===== src/rtl/coinc_pkg.sv =====
// Shared definitions for the coincidence detector and its count readout:
// pair-count sizing, pair index mapping and the readout state type.
package coinc_pkg;

    typedef enum logic [0:0] {IDLE = 1'b0, SEND = 1'b1} rd_state_e;

    function automatic int ncomb_calc(input int nchan);
        return nchan * (nchan - 1) / 2;
    endfunction

    // Pairs are enumerated (0,1),(0,2)..(0,N-1),(1,2)..(N-2,N-1).
    function automatic int pair_a(input int k, input int nchan);
        int r;
        int idx;
        r   = 0;
        idx = 0;
        for (int a = 0; a < nchan; a++) begin
            for (int b = a + 1; b < nchan; b++) begin
                if (idx == k) r = a;
                idx++;
            end
        end
        return r;
    endfunction

    function automatic int pair_b(input int k, input int nchan);
        int r;
        int idx;
        r   = 0;
        idx = 0;
        for (int a = 0; a < nchan; a++) begin
            for (int b = a + 1; b < nchan; b++) begin
                if (idx == k) r = b;
                idx++;
            end
        end
        return r;
    endfunction

endpackage


===== src/rtl/coinc_count_readout.sv =====
// Snapshots all pair counters on Start and streams them over a valid/ready port.
// Optional CHECKSUM_EN appends an XOR-of-all-counts word at the end of each frame.
module coinc_count_readout
    import coinc_pkg::*;
#(
    parameter int NCHAN = 4,
    parameter int NBITS = 4,
    localparam int NCOMB = ncomb_calc(NCHAN),
    localparam int PW    = $clog2(NCHAN)
) (
    input  logic             Clk,
    input  logic             Rst_n,
    input  logic [NBITS-1:0] Counts [NCOMB],
    input  logic             Start,
    input  logic             Ready,
    output logic             Valid,
    output logic [NBITS-1:0] Data,
    output logic [PW-1:0]    PairA,
    output logic [PW-1:0]    PairB,
    output logic             Last,
    output logic             Busy,
    output logic             Missed
);

`ifdef CHECKSUM_EN
    localparam int NWORDS = NCOMB + 1;
`else
    localparam int NWORDS = NCOMB;
`endif
    localparam int KW = (NWORDS > 1) ? $clog2(NWORDS) : 1;

    // Reset asserts immediately but releases on a clock edge.
    logic [1:0] rst_sync_q;
    logic       rst_int_n;

    always_ff @(posedge Clk or negedge Rst_n) begin
        if (!Rst_n) rst_sync_q <= 2'b00;
        else        rst_sync_q <= {rst_sync_q[0], 1'b1};
    end
    assign rst_int_n = rst_sync_q[1];

    rd_state_e        state_q, state_d;
    logic [NBITS-1:0] snap_q [NCOMB];
    logic [NBITS-1:0] snap_d [NCOMB];
    logic [KW-1:0]    k_q, k_d;
    logic             valid_q, valid_d;
    logic [NBITS-1:0] data_q, data_d;
    logic [PW-1:0]    pa_q, pa_d;
    logic [PW-1:0]    pb_q, pb_d;
    logic             last_q, last_d;
    logic             missed_q, missed_d;

`ifdef CHECKSUM_EN
    logic [NBITS-1:0] csum;

    always_comb begin
        csum = '0;
        for (int i = 0; i < NCOMB; i++) csum = csum ^ snap_q[i];
    end
`endif

    always_comb begin
        state_d  = state_q;
        snap_d   = snap_q;
        k_d      = k_q;
        valid_d  = valid_q;
        data_d   = data_q;
        pa_d     = pa_q;
        pb_d     = pb_q;
        last_d   = last_q;
        missed_d = Start && (state_q == SEND);
        case (state_q)
            IDLE: begin
                if (Start) begin
                    state_d = SEND;
                    snap_d  = Counts;
                    k_d     = '0;
                    valid_d = 1'b1;
                    data_d  = Counts[0];
                    pa_d    = PW'(pair_a(0, NCHAN));
                    pb_d    = PW'(pair_b(0, NCHAN));
                    last_d  = (NWORDS == 1);
                end
            end
            SEND: begin
                if (Ready) begin
                    if (last_q) begin
                        state_d = IDLE;
                        valid_d = 1'b0;
                        last_d  = 1'b0;
                    end else begin
                        k_d    = k_q + 1'b1;
                        last_d = (k_d == KW'(NWORDS - 1));
                        if (int'(k_d) < NCOMB) begin
                            data_d = snap_q[k_d];
                            pa_d   = PW'(pair_a(int'(k_d), NCHAN));
                            pb_d   = PW'(pair_b(int'(k_d), NCHAN));
                        end
`ifdef CHECKSUM_EN
                        else begin
                            data_d = csum;
                            pa_d   = '0;
                            pb_d   = '0;
                        end
`endif
                    end
                end
            end
            default: state_d = IDLE;
        endcase
    end

    always_ff @(posedge Clk or negedge rst_int_n) begin
        if (!rst_int_n) begin
            state_q  <= IDLE;
            snap_q   <= '{default: '0};
            k_q      <= '0;
            valid_q  <= 1'b0;
            data_q   <= '0;
            pa_q     <= '0;
            pb_q     <= '0;
            last_q   <= 1'b0;
            missed_q <= 1'b0;
        end else begin
            state_q  <= state_d;
            snap_q   <= snap_d;
            k_q      <= k_d;
            valid_q  <= valid_d;
            data_q   <= data_d;
            pa_q     <= pa_d;
            pb_q     <= pb_d;
            last_q   <= last_d;
            missed_q <= missed_d;
        end
    end

    assign Valid  = valid_q;
    assign Data   = data_q;
    assign PairA  = pa_q;
    assign PairB  = pb_q;
    assign Last   = last_q;
    assign Busy   = (state_q == SEND);
    assign Missed = missed_q;

endmodule

===== config.mk =====
export PLATFORM = sky130hd
export DESIGN_NAME = coinc_count_readout
export DESIGN_NICKNAME = d
export VERILOG_FILES = /design/src/rtl/coinc_pkg.sv /design/src/rtl/coinc_count_readout.sv
export SDC_FILE = /design/constraint.sdc
export NUM_CORES = 1
export LEC_CHECK = 0
export ABC_AREA = 1
export ABC_CLOCK_PERIOD_IN_PS = 2200
export BUFFER_PORTS_ARGS = -buffer_cell sky130_fd_sc_hd__buf_2
export CAP_MARGIN = 20
export CELL_PAD_IN_SITES_DETAIL_PLACEMENT = 0
export CELL_PAD_IN_SITES_GLOBAL_PLACEMENT = 1
export CORE_MARGIN = 1.5
export CORE_UTILIZATION = 43
export CTS_BUF_LIST = sky130_fd_sc_hd__clkbuf_16
export DETAILED_ROUTE_END_ITERATION = 16
export PLACE_DENSITY = 0.89
export REMOVE_ABC_BUFFERS = 1
export SETUP_SLACK_MARGIN = 0.05
export SKIP_LAST_GASP = 1
export SLEW_MARGIN = 20
export SYNTH_ARGS = -nofsm -noshare
export SYNTH_HDL_FRONTEND = slang
export SYNTH_SLANG_ARGS = --single-unit

===== constraint.sdc =====
create_clock -name Clk -period 2.2 [get_ports Clk]
set_clock_uncertainty 0.15 [all_clocks]
set_input_delay 0.11 -clock Clk [delete_from_list [all_inputs] [get_ports Clk]]
set_output_delay 0.11 -clock Clk [all_outputs]
set_load 0.05 [all_outputs]

==> run metrics <==
switch share=0.432; share of cells above drive strength 1=0.180; Synth area leader=dfrtp_1; status=finished, final reports clean; highest clock rate=535 MHz; Post-Synthesis Cell Area=2030 um^2; Worst R2R Start=k_q[0]; Worst-Margin Slew=654 ps; CTS H-tree lvls=2; Pleak=1.45 nW; Synth Register Bits=41; CTS tree=built; Root Driver=clkbuf_16; CP endpoint kind=flip-flop; # clock sinks=41; sequential share of the synthesized area=0.506; setup ws final=331 ps; I/O Pins=40; part of the cycle the worst path needs=0.850; DRT Pass-1 Iters=6; CP Data Arrival Time=1940 ps; Starting DRT DRC Count=107; synthesized area per cell=7.88 um^2; IO buf count=39; post-synth top area share=0.506; die height=71.6 um; Largest stage delay, worst path=440 ps; PD cells=1480 nW/um^2; synth unique cells=24; WP data required=2270 ps; antenna violations before repair=0; placed cells=342; Net Sw Power=0.00175 W; drt via density=4.57; Initial Util=0.456; Worst Path Max Fanout=16; total CTS buffers=5; row cnt=24; Worst VDD drop=0.000769 V; Synth Instances=257; post-CTS setup repair buffer count=0; routed len/inst=11.7 um; setup_tns=0 ps; worst setup path startpoint=k_q[0]; Crit Path Category=reg2reg; slowest cell on the critical path=dfrtp_1; RSZ-0062 raised after global routing=no; routability cong.=0.811; CTS clk-pin slew, worst paths=60 ps; Detailed Place HPWL=2930 um; Hold Vio Cnt, Final=0; CTS Buffer Depth=2; vias in the first global route=1732; final setup fails=0; Design Power=0.00405 W; P&R area growth vs syn=35.2%; core box area=4440 um^2; die area=5130 um^2; Max-slew headroom=0.564; pre-CTS WS=173 ps; Seq pwr share=0.309; largest net degree at the start of global routing=50; routed via count=1733; Comb power frac=0.494; Skew-Pair Late Insertion Delay=280 ps; Maximum Capacitance Violations=0; Crit path top cell by count=nand2_1; Total Wirelength=4420 um; Worst Setup Start Kind=flip-flop; Final #Nets=359; final cell count without fillers=379; Antenna Cells=0; cell internal pwr=0.00230 W; first-pass GRT wire length=7530 um; grt ovf=0; Antenna Nets Post-Route=0; GRT Overall Usage=0.188; Synth area leaders=dfrtp_1 51%, nand2_1 16%, inv_1 7.4%; Residual DRC=0; Clock Power Share=0.197; die width=71.6 um; crit-path cells=ha_1, ha_4, inv_1, nand3_1, nand3_4, nor2_1, nand2_1, nand2_1; Max Transition Viols Final=0; Tmin final=1870 ps; Hold Path Class=reg2async; Yosys warnings=0
[power by group through the flow]
stage	Combinational [W]	Sequential [W]	Clock [W]
2_1_floorplan	0.00110	0.00157	0
3_3_place_gp	0.00190	0.00125	0
3_5_place_dp	0.00193	0.00126	0
4_1_cts	0.00199	0.00125	0.000814
5_1_grt	0.00227	0.00129	0.000848
6_report	0.00200	0.00125	0.000800
[repair_timing]
action                                 CTS  global route
resized for setup                        0             2
setup endpoints to repair                0             6
hold buffers                            29             0
endpoints found under the hold margin   28             0
[sequential cells by signal, summed over array words and instances, names as in the netlist]
signal,cells
Missed,1
Busy,1
PairA,2
Data,4
snap_q,24
rst_sync_q,2
PairB,2
Last,1
k_q,3
Valid,1
[kinds of logic (layout without fill, tap and decap cells)]
| logic type | count (synthesis) | count (layout) | synth area share |
|---|---|---|---|
| DFF | 41 | 41 | 0.506 |
| and+or+nand+nor | 118 | 118 | 0.239 |
| other | 1 | 1 | 0.00185 |
| AOI/OAI and AO/OA | 39 | 39 | 0.110 |
| adders and majority gates | 5 | 5 | 0.0309 |
| buffers and inverters | 53 | 123 | 0.112 |
[routing by layer]
| layer | vias to the layer above | wire length (um) | global-route usage |
|---|---|---|---|
| met5 | - | 0 | 0 |
| met4 | 0 | 51 | 0.0608 |
| met3 | 7 | 165 | 0.0394 |
| met2 | 35 | 2040 | 0.308 |
| met1 | 765 | 2160 | 0.250 |
| li1 | 926 | - | - |
[layout make-up]
type,instances,area [um^2]
fill,413,1710
sequential,41,1030
multi-input combinational,163,786
timing repair buffer,74,543
inverter,41,156
clock buffer,5,125
tap,52,65.1
clock inverter,3,37.5
[cells in the mapped netlist]
cell type and count:
clkbuf_1 3, buf_6 1, conb_1 1, inv_1 40, o21ai_1 4, o22ai_1 1, buf_2 5, o21ai_4 1
buf_4 3, o21ai_2 2, a21o_1 1, nor2_1 11, a22oi_1 1, nand2_2 1, ha_1 5, a211oi_1 1
nand2_1 86, dfrtp_1 41, nand3_1 18, nor2_2 1, o21ai_0 26, a21oi_1 2, inv_4 1, nand3_4 1
[cell usage in the layout (no fill, tap or decap), types with 2 or more instances in the layout]
master         count
dfrtp_1           41
o21ai_2            2
o21ai_0           26
dlygate4sd3_1     29
inv_1             41
nand3_1           18
nor2_1            11
o21ai_1            4
buf_4              5
nand2_1           86
ha_1               4
a21oi_1            2
buf_2             39
clkbuf_16          5
[stage by stage]
stage	hold slack (ps)	util	instance area (um^2)
2_1_floorplan	-336	-	1960
3_3_place_gp	-255	0.512	2270
3_5_place_dp	-252	0.512	2270
4_1_cts	147	0.613	2730
5_1_grt	186	0.616	2740
6_report	121	0.616	2740
[critical path: cells and delay by family, from the launching register on]
family,cells,cell delay (ps)
buf+inv,1,80
flops,1,440
fa+ha+maj,2,590
simple gates,5,560
[path summary, 6_finish.rpt]
path | end | slack (ps) | cells past startpoint
max | Data[2] | 330 | 8
max in group asynchronous | Data[0] | 1220 | 1
max reg2reg | Data[2] | 330 | 8
min | snap_q[3] | 120 | 0
min in group Clk | rst_sync_q[1] | 210 | 0
min reg2reg | snap_q[3] | 120 | 0
Power figures use the tool's default switching activity.
